File: src/rtl/prog_tick_divider.sv
// prog_tick_divider: N-channel runtime-programmable divider
// producing tick strobes and 50% square outputs.
module prog_tick_divider #(
  parameter int NUM_CH      = 4,
  parameter int COUNT_WIDTH = 24,
  parameter int DEFAULT_DIV = 12000000,
  localparam int CHW = (NUM_CH > 1) ? $clog2(NUM_CH) : 1
) (
  input  logic                   clk,
  input  logic                   rst,
  input  logic [NUM_CH-1:0]      en,
  input  logic                   sync,
  input  logic                   wr_en,
  input  logic [CHW-1:0]         wr_ch,
  input  logic [COUNT_WIDTH-1:0] wr_div,
  output logic [NUM_CH-1:0]      tick,
  output logic [NUM_CH-1:0]      sq,
  output logic [NUM_CH-1:0]      pend
);

  localparam logic [COUNT_WIDTH-1:0] DEF =
    COUNT_WIDTH'(DEFAULT_DIV);
  localparam logic [COUNT_WIDTH-1:0] ONE =
    COUNT_WIDTH'(1);

  for (genvar c = 0; c < NUM_CH; c++) begin : g_ch
    logic [COUNT_WIDTH-1:0] cnt;
    logic [COUNT_WIDTH-1:0] div;
    logic [COUNT_WIDTH-1:0] pdiv;
    logic [COUNT_WIDTH-1:0] deff;
    logic [COUNT_WIDTH-1:0] nxt_div;
    logic                   pend_q;
    logic                   tick_q;
    logic                   sq_q;
    logic                   hit;
    logic                   do_sync;
    logic                   do_off;
    logic                   do_term;

    always_comb begin
      deff    = (div == '0) ? ONE : div;
      hit     = wr_en && (int'(wr_ch) == c);
      do_sync = sync;
      do_off  = !sync && !en[c];
      do_term = !sync && en[c]
                && (cnt == deff - ONE);
      // a same-cycle write beats the queued one
      nxt_div = hit ? wr_div
              : (pend_q ? pdiv : div);
    end

    always_ff @(posedge clk) begin
      if (rst) begin
        cnt    <= '0;
        div    <= DEF;
        pdiv   <= DEF;
        pend_q <= 1'b0;
        tick_q <= 1'b0;
        sq_q   <= 1'b0;
      end else begin
        if (hit) pdiv <= wr_div;
        unique case (1'b1)
          do_sync: begin
            cnt    <= '0;
            tick_q <= 1'b0;
            sq_q   <= 1'b0;
            div    <= nxt_div;
            pend_q <= 1'b0;
          end
          do_off: begin
            cnt    <= '0;
            tick_q <= 1'b0;
            sq_q   <= 1'b0;
            // idle: older pending applies now,
            // a new write waits one cycle
            if (pend_q) div <= pdiv;
            pend_q <= hit;
          end
          do_term: begin
            cnt    <= '0;
            tick_q <= 1'b1;
            sq_q   <= ~sq_q;
            div    <= nxt_div;
            pend_q <= 1'b0;
          end
          default: begin
            cnt    <= cnt + ONE;
            tick_q <= 1'b0;
            if (hit) pend_q <= 1'b1;
          end
        endcase
      end
    end

    assign tick[c] = tick_q;
    assign sq[c]   = sq_q;
    assign pend[c] = pend_q;
  end

endmodule

File: config.mk
export PLATFORM = sky130hd
export DESIGN_NAME = prog_tick_divider
export DESIGN_NICKNAME = d
export VERILOG_FILES = /design/src/rtl/prog_tick_divider.sv
export SDC_FILE = /design/constraint.sdc
export NUM_CORES = 1
export LEC_CHECK = 0
export ABC_AREA = 1
export CORE_ASPECT_RATIO = 0.9
export CORE_UTILIZATION = 65
export CTS_BUF_LIST = sky130_fd_sc_hd__clkbuf_8
export CTS_CLUSTER_DIAMETER = 100
export DETAILED_ROUTE_END_ITERATION = 8
export PLACE_DENSITY = 0.88
export SYNTH_ARGS = -nofsm -noshare
export SYNTH_HDL_FRONTEND = slang
export SYNTH_SLANG_ARGS = --single-unit
File: constraint.sdc
create_clock -name clk -period 3.7 [get_ports clk]
set_input_delay 1.11 -clock clk [delete_from_list [all_inputs] [get_ports clk]]
set_output_delay 1.11 -clock clk [all_outputs]
set_load 0.005 [all_outputs]
==> results of run 1 <==
layer usage:
metal	vias to the layer above	global-route usage (%)	wire length (um)
met5	-	0	0
met3	208	6.507	5318
met1	9069	48.27	23250
met4	0	16.24	2439
li1	9525	-	-
met2	957	61.62	25330
per-stage QoR:
step                area, um2  power, uW  utilization (%)  hold WS, ns
global route            20940       8158            74.57       0.4741
CTS                     20780       7806            73.99       0.4551
floorplan               18710       4408                -       0.4258
detailed placement      19760       4822            70.37       0.4404
finish                  20940       7859            74.57       0.4555
global placement        19760       4786            70.37       0.4358
sequential cells by signal, indices dropped and copies added, names as in the netlist:
register / flops
g_ch.cnt: 96
g_ch.div: 96
g_ch.pdiv: 96
g_ch.pend_q: 4
g_ch.sq_q: 4
g_ch.tick_q: 4
where the power goes:
group          total [uW]  internal (uW)  switching, uW
logic                1370            479            887
registers            3460           3360            101
clock network        3030           1630           1410
total                7860           5460           2400
worst min path at each step:
stage | from | end | slack [ns] | cells after the start
finish | g_ch[3].pdiv[23]$_SDFFE_PP1P_ | g_ch[3].pdiv[23]$_SDFFE_PP1P_ | 0.46 | 1
global route | g_ch[0].pdiv[22]$_SDFFE_PP0P_ | g_ch[0].pdiv[22]$_SDFFE_PP0P_ | 0.47 | 2
CTS | g_ch[3].pdiv[23]$_SDFFE_PP1P_ | g_ch[3].pdiv[23]$_SDFFE_PP1P_ | 0.46 | 1
detailed placement | g_ch[3].pdiv[23]$_SDFFE_PP1P_ | g_ch[3].pdiv[23]$_SDFFE_PP1P_ | 0.44 | 1
global placement | g_ch[3].pdiv[16]$_SDFFE_PP1P_ | g_ch[3].pdiv[16]$_SDFFE_PP1P_ | 0.44 | 1
floorplan | g_ch[0].sq_q$_SDFFE_PP0P_ | g_ch[0].sq_q$_SDFFE_PP0P_ | 0.43 | 1
synth_stat cells, drive strengths merged, types with 3 or more instances:
cell type	n	area, um2
dfxtp	300	6006
and3	6	37.54
nor3b	30	265.3
mux2i	5	50.05
nand3	276	1466
a31o	6	52.55
nor3	57	340.3
xnor2	45	394.1
nor4	13	87.58
ha	8	100.1
nand2	818	3158
nand4	50	325.3
a21o	6	45.04
inv	312	1174
o21ai	162	814.5
clkbuf	67	251.5
or2	14	87.58
a21oi	152	775.7
buf	56	394.1
nand3b	13	97.59
and2	5	31.28
a31oi	7	43.79
nor2	408	1695
xor2	88	770.7
o21bai	3	22.52
o2111ai	4	35.03
o31ai	7	52.55
a21boi	3	33.79
critical path, delay by kind of cell (launching register included):
family | cells | cell delay (ns)
xor+xnor | 1 | 0.18
simple gates | 15 | 2.15
flops | 1 | 0.36
fa+ha+maj | 1 | 0.26
compound gates | 1 | 0.15
buf+inv | 2 | 0.31
cell families after synthesis:
group	count (synthesis)	share of synthesized area, %
simple gates	1690	40.58
buf+inv	436	9.745
compound gates	354	10.17
flops	300	32.10
xor+xnor	136	6.594
fa+ha+maj	8	0.5351
mux	5	0.2675
cell usage in the layout, fill, tap and decap left out, drive strengths merged, types with 3 or more instances in the layout:
cell and n:
o21ai 162, a31oi 7, and2 5, ha 8
and3 6, a21boi 3, inv 329, buf 104
dfxtp 300, o31ai 7, clkdlybuf4s50 44, nor2 408
nand3b 13, o21bai 3, nor3 57, nand4 50
a21o 6, clkinv 10, clkbuf 61, a21oi 152
nand2 818, or2 14, xor2 88, o2111ai 4
xnor2 45, a31o 6, nor3b 30, mux2i 5
nand3 276, nor4 13
final cells by class:
| type | instances | share of cell area, % |
|---|---|---|
| multi-input combinational | 2193 | 52.43 |
| sequential | 300 | 28.68 |
| timing repair buffer | 148 | 6.244 |
| inverter | 313 | 5.646 |
| clock buffer | 61 | 4.009 |
| tap | 360 | 2.151 |
| clock inverter | 29 | 0.8424 |
what timing repair did:
action	CTS	global route
hold endpoints to repair	0	0
endpoints found under the setup margin	0	101
setup buffers	0	4
resized for setup	0	29
==> summary.txt, run 1 <==
Clocking
  – CTS sink count: 300
  – Htree depth: 2
  – CTS clk-pin slew, worst paths: 0.07 ns
  – CTS max path bufs: 3
  – Num CTS Buffers: 50
  – Clock Tree Root: clkbuf_8
  – CTS tree: built
  – CTS Hold Bufs: 0
  – Worst-Skew Late Latency: 0.60 ns

Timing
  – Setup TNS: 0 ns
  – Fin. max-slew vios: 0
  – Final Skew: 0.01348 ns
  – Max_slew headroom: 50.60%
  – Setup-failing EPs final: 0
  – Worst slew pin tran: 0.7410 ns
  – Max Clock Freq: 285.3 MHz
  – Fin crit period: 3.505 ns
  – Final hold vios: 0
  – Final WS setup: 0.1952 ns
  – Post-route clock period utilization: 94.72%

Worst setup path
  – CP Cell Sequence: nor2_1 -> nand3_1 -> nor2_1 -> nand3_2 -> nand2_1 -> inv_2 -> ha_1 -> nand2_2 -> nor2_4 -> and2_1 -> nand3_2 -> xor2_2 -> nor2_1 -> nor2_1 -> nand3_1 -> nor2_4 -> nand3_2 -> buf_4 -> or2_2 -> a21oi_1
  – R2R cell count: 20
  – Launch point of the worst path: g_ch[1].div[21]$_SDFFE_PP1P_
  – Worst path most repeated cell: nor2_1
  – R2R Path Start: g_ch[1].div[21]$_SDFFE_PP1P_
  – FF-to-FF End: g_ch[1].sq_q$_SDFFE_PP0P_
  – CP Data Required Time: 4.21 ns
  – CP endpoint: g_ch[1].sq_q$_SDFFE_PP0P_
  – Slowest stage cell on the critical path: dfxtp_1
  – Critical Path AT: 4.01 ns
  – Nature of the critical path endpoint: flop
  – CP Class: reg2reg
  – Setup slack, reg-to-reg: 0.20 ns
  – Worst setup SP type: flop
  – Largest stage delay on the critical path: 0.36 ns
  – Crit Path Max Fanout: 11

Floorplan
  – Die width: 180.8 um
  – Cell Rows: 58
  – DIE HEIGHT: 162.9 um
  – Initial Util: 66.61%
  – DIE AREA: 29460 um2
  – Io pins: 46
  – Core Region: 28080 um2

Run
  – Maximum capacitance violations: 0

Detailed routing
  – Vias per cell: 5.805
  – DR iter-0 viols: 2049
  – Final WL: 56340 um
  – First-pass DRT Iterations: 8
  – WL per Instance: 16.55 um
  – Drc violations: 0
  – DRT antenna net count: 0
  – Vias: 19760

GRT
  – Remaining Overflow, GRT: 0
  – Initial antenna violation count: 0
  – GRT Overall Usage: 37.42%
  – Vias in the first global route: 18350
  – First-pass GRT wire length: 90060 um
  – Largest net degree at the start of global routing: 72

Synth
  – Synth cell types: 56
  – Cells after Synth: 2929
  – Post-synthesis sequential area ratio: 32.10%
  – Post-synthesis register bit count: 300
  – Asr flop ratio synth: 0%
  – Main synth FF type: dfxtp_1
  – Syn. warnings: 0
  – Mapped Area: 18710 um2
  – Synthesized net count: 2971
  – EDFF count, synth: 0
  – Syn Area/Cell: 6.387 um2

Power
  – Max VDD drop: 0.3732 mV
  – Pwr per Cell Area: 375.3 nW/um2
  – Leak: 0.009189 uW

Placement
  – Hpwl dp: 41220 um
  – Post-Place Cells: 3310
  – Pre-CTS WS: 0.1516 ns
  – Routability cong.: 0.9941
  – Port bufs: 45

Cells and area
  – Share of cells above drive strength 1: 10.68%
  – N_diodes: 0
  – FILL cells: 2321
  – Sequential standard cell area: 6006 um2
  – Final Instance Count excl. Fillers: 3404
  – Area growth, synth to finish: 11.94%
  – Nets: 3048
  – Multi-input logic area: 10980 um2

Worst hold path
  – Class of the worst hold path: reg2reg

Status
  – Status: finished clean
Power figures use the tool's default switching activity.
==> run 2: changes to the inputs <==
- CORE_MARGIN: not set -> 4
- PLACE_DENSITY: 0.88 -> 0.83
==> run 2 against run 1 <==
Compared with the run above:
- register-to-register slack better by 0.02 ns
- clock power rose by 4%
- wire length fell by 0.13%
- setup slack improved by 0.022 ns
- core utilization is 0.14 points lower
==> summary.txt, run 2 (synthesized netlist as in run 1, its figures left out) <==
Clocking
  – CTS sink count: 300 (unchanged)
  – Htree depth: 2 (unchanged)
  – Num CTS Buffers: 50 (unchanged)
  – Worst-Skew Late Latency: 0.60 ns (about the same)
  – CTS clk-pin slew, worst paths: 0.06 ns (was 0.07 ns)
  – CTS tree: built (unchanged)
  – Clock Tree Root: clkbuf_8 (unchanged)
  – CTS max path bufs: 3 (unchanged)
  – CTS Hold Bufs: 0 (unchanged)

GRT
  – First-pass GRT wire length: 91870 um (was 90060 um)
  – Initial antenna violation count: 0 (unchanged)
  – Largest net degree at the start of global routing: 69 (was 72)
  – Remaining Overflow, GRT: 0 (unchanged)
  – GRT Overall Usage: 34.82% (was 37.42%)
  – Vias in the first global route: 18150 (was 18350)

Detailed routing
  – Vias: 19380 (was 19760)
  – Final WL: 56270 um (was 56340 um)
  – Vias per cell: 5.689 (was 5.805)
  – WL per Instance: 16.52 um (was 16.55 um)
  – Drc violations: 0 (unchanged)
  – DRT antenna net count: 0 (unchanged)
  – First-pass DRT Iterations: 6 (was 8)
  – DR iter-0 viols: 1798 (was 2049)

Power
  – Max VDD drop: 0.3897 mV (was 0.3732 mV)
  – Pwr per Cell Area: 379.7 nW/um2 (was 375.3 nW/um2)
  – Leak: 0.009197 uW (was 0.009189 uW)

Timing
  – Final Skew: 0.01814 ns (was 0.01348 ns)
  – Worst slew pin tran: 0.7512 ns (was 0.7410 ns)
  – Setup-failing EPs final: 0 (unchanged)
  – Final hold vios: 0 (unchanged)
  – RSZ-0062 raised after global routing: false
  – Fin. max-slew vios: 0 (unchanged)
  – Fin crit period: 3.483 ns (was 3.505 ns)
  – Final WS setup: 0.2172 ns (was 0.1952 ns)
  – Max Clock Freq: 287.1 MHz (was 285.3 MHz)
  – Max_slew headroom: 49.87% (was 50.60%)
  – Post-route clock period utilization: 94.13% (was 94.72%)

Worst setup path
  – Worst path most repeated cell: nand2_1 (was nor2_1)
  – Nature of the critical path endpoint: flop (unchanged)
  – Worst setup SP type: flop (unchanged)
  – Slowest stage cell on the critical path: dfxtp_1 (unchanged)
  – Critical Path AT: 3.98 ns (was 4.01 ns)
  – Crit Path Max Fanout: 14 (was 11)
  – Largest stage delay on the critical path: 0.31 ns (was 0.36 ns)
  – CP Data Required Time: 4.20 ns (was 4.21 ns)
  – CP Class: reg2reg (unchanged)
  – CP Cell Sequence: nor2_1 -> nand2_1 -> nor2_2 -> nand3_4 -> nand2_4 -> inv_2 -> ha_1 -> nand2_2 -> inv_1 -> nand2_1 -> inv_1 -> nand3_1 -> nand2_1 -> nand3_1 -> nand2_1 -> nor2_1 -> nand4_1 -> nor2_2 -> nand3_4 -> nand2_2 -> buf_4 -> nand4_1 -> nand2_1 -> nor2_1 (was nor2_1 -> nand3_1 -> nor2_1 -> nand3_2 -> nand2_1 -> inv_2 -> ha_1 -> nand2_2 -> nor2_4 -> and2_1 -> nand3_2 -> xor2_2 -> nor2_1 -> nor2_1 -> nand3_1 -> nor2_4 -> nand3_2 -> buf_4 -> or2_2 -> a21oi_1)

Cells and area
  – Final Instance Count excl. Fillers: 3406 (was 3404)
  – N_diodes: 0 (unchanged)
  – Leading registers by flop count: g_ch.cnt: 96 flops, g_ch.div: 96 flops, g_ch.pdiv: 96 flops (unchanged)
  – Commonest non-fill, non-tap cells in the layout: nand2_1 (795), nor2_1 (362), inv_1 (313) (was nand2_1 (795), nor2_1 (361), inv_1 (313))
  – Area growth, synth to finish: 12.02% (was 11.94%)
  – Commonest non-fill, non-tap cell in the layout: nand2_1 (unchanged)
  – Share of cells above drive strength 1: 10.67% (was 10.68%)
  – Nets: 3048 (unchanged)

Floorplan
  – DIE AREA: 31560 um2 (was 29460 um2)
  – Io pins: 46 (unchanged)
  – Cell Rows: 58 (unchanged)
  – DIE HEIGHT: 168.9 um (was 162.9 um)
  – Die width: 186.8 um (was 180.8 um)
  – Core Region: 28160 um2 (was 28080 um2)
  – Initial Util: 66.44% (was 66.61%)

Placement
  – Post-Place Cells: 3311 (was 3310)
  – Hpwl dp: 41650 um (was 41220 um)
  – Routability cong.: 1.008 (was 0.9941)
  – Port bufs: 45 (unchanged)
  – Pre-CTS WS: -0.03127 ns (was 0.1516 ns)

Worst hold path
  – Class of the worst hold path: reg2reg (unchanged)

Run
  – Maximum capacitance violations: 0 (unchanged)

Status
  – Status: finished clean (unchanged)
## run 2: critical path, delay by kind of cell (launching register included)
family	cells	cell delay (ns)
flip-flops	1	0.31
AND/OR/NAND/NOR	19	2.38
adder cells (fa/ha/maj)	1	0.23
buffers and inverters	4	0.42
## run 2: worst paths after layout
kind / start / endpoint / slack, ns / cells after the start
setup / recovery: g_ch[2].div[4]$_SDFFE_PP0P_ / g_ch[2].div[13]$_SDFFE_PP0P_ / 0.22 / 24
hold / removal: g_ch[3].pdiv[16]$_SDFFE_PP1P_ / g_ch[3].pdiv[16]$_SDFFE_PP1P_ / 0.46 / 1
hold reg to reg: g_ch[3].pdiv[16]$_SDFFE_PP1P_ / g_ch[3].pdiv[16]$_SDFFE_PP1P_ / 0.46 / 1
setup reg to reg: g_ch[2].div[4]$_SDFFE_PP0P_ / g_ch[2].div[13]$_SDFFE_PP0P_ / 0.22 / 24
## run 2: layer usage
layer / vias to the layer above / wire length [um] / share of wire (%) / track usage, %
met5: - / 0 / 0 / 0
met4: 0 / 1614 / 2.9 / 10.86
met3: 136 / 5114 / 9.1 / 5.546
met2: 855 / 25230 / 45 / 56.99
met1: 8844 / 24310 / 43 / 47.69
li1: 9541 / - / - / -
## run 2: cell type report
type                       instances  area [um2]
clock buffer                      65       894.6
clock inverter                    27       172.7
fill                            2369        7201
multi-input combinational       2193       10940
sequential                       300        6010
timing repair buffer             148        1306
tap                              360       450.4
inverter                         313        1186
## run 2: stage by stage
stage | total power (uW) | hold slack [ns] | util, % | cell area [um2] | TNS [ns]
6_report | 7957 | 0.4563 | 74.43 | 20960 | 0
5_1_grt | 8273 | 0.4713 | 74.43 | 20960 | 0
4_1_cts | 7924 | 0.4532 | 74.10 | 20860 | 0
3_5_place_dp | 4832 | 0.4397 | 70.31 | 19800 | -0.04482
3_3_place_gp | 4804 | 0.4342 | 70.31 | 19800 | -0.2437
2_1_floorplan | 4408 | 0.4258 | - | 18710 | 0
## run 2: power breakdown
group	total [uW]	switching, uW	internal, uW	leakage [uW]
combinational	1370	887	482	0.00614
clock	3140	1420	1720	0.000616
sequential	3450	93.0	3360	0.00245
## run 2: what timing repair did
item | 4_1_cts | 5_1_grt
setup buffers | 0 | 3
setup endpoints to repair | 0 | 125
resized for setup | 0 | 19
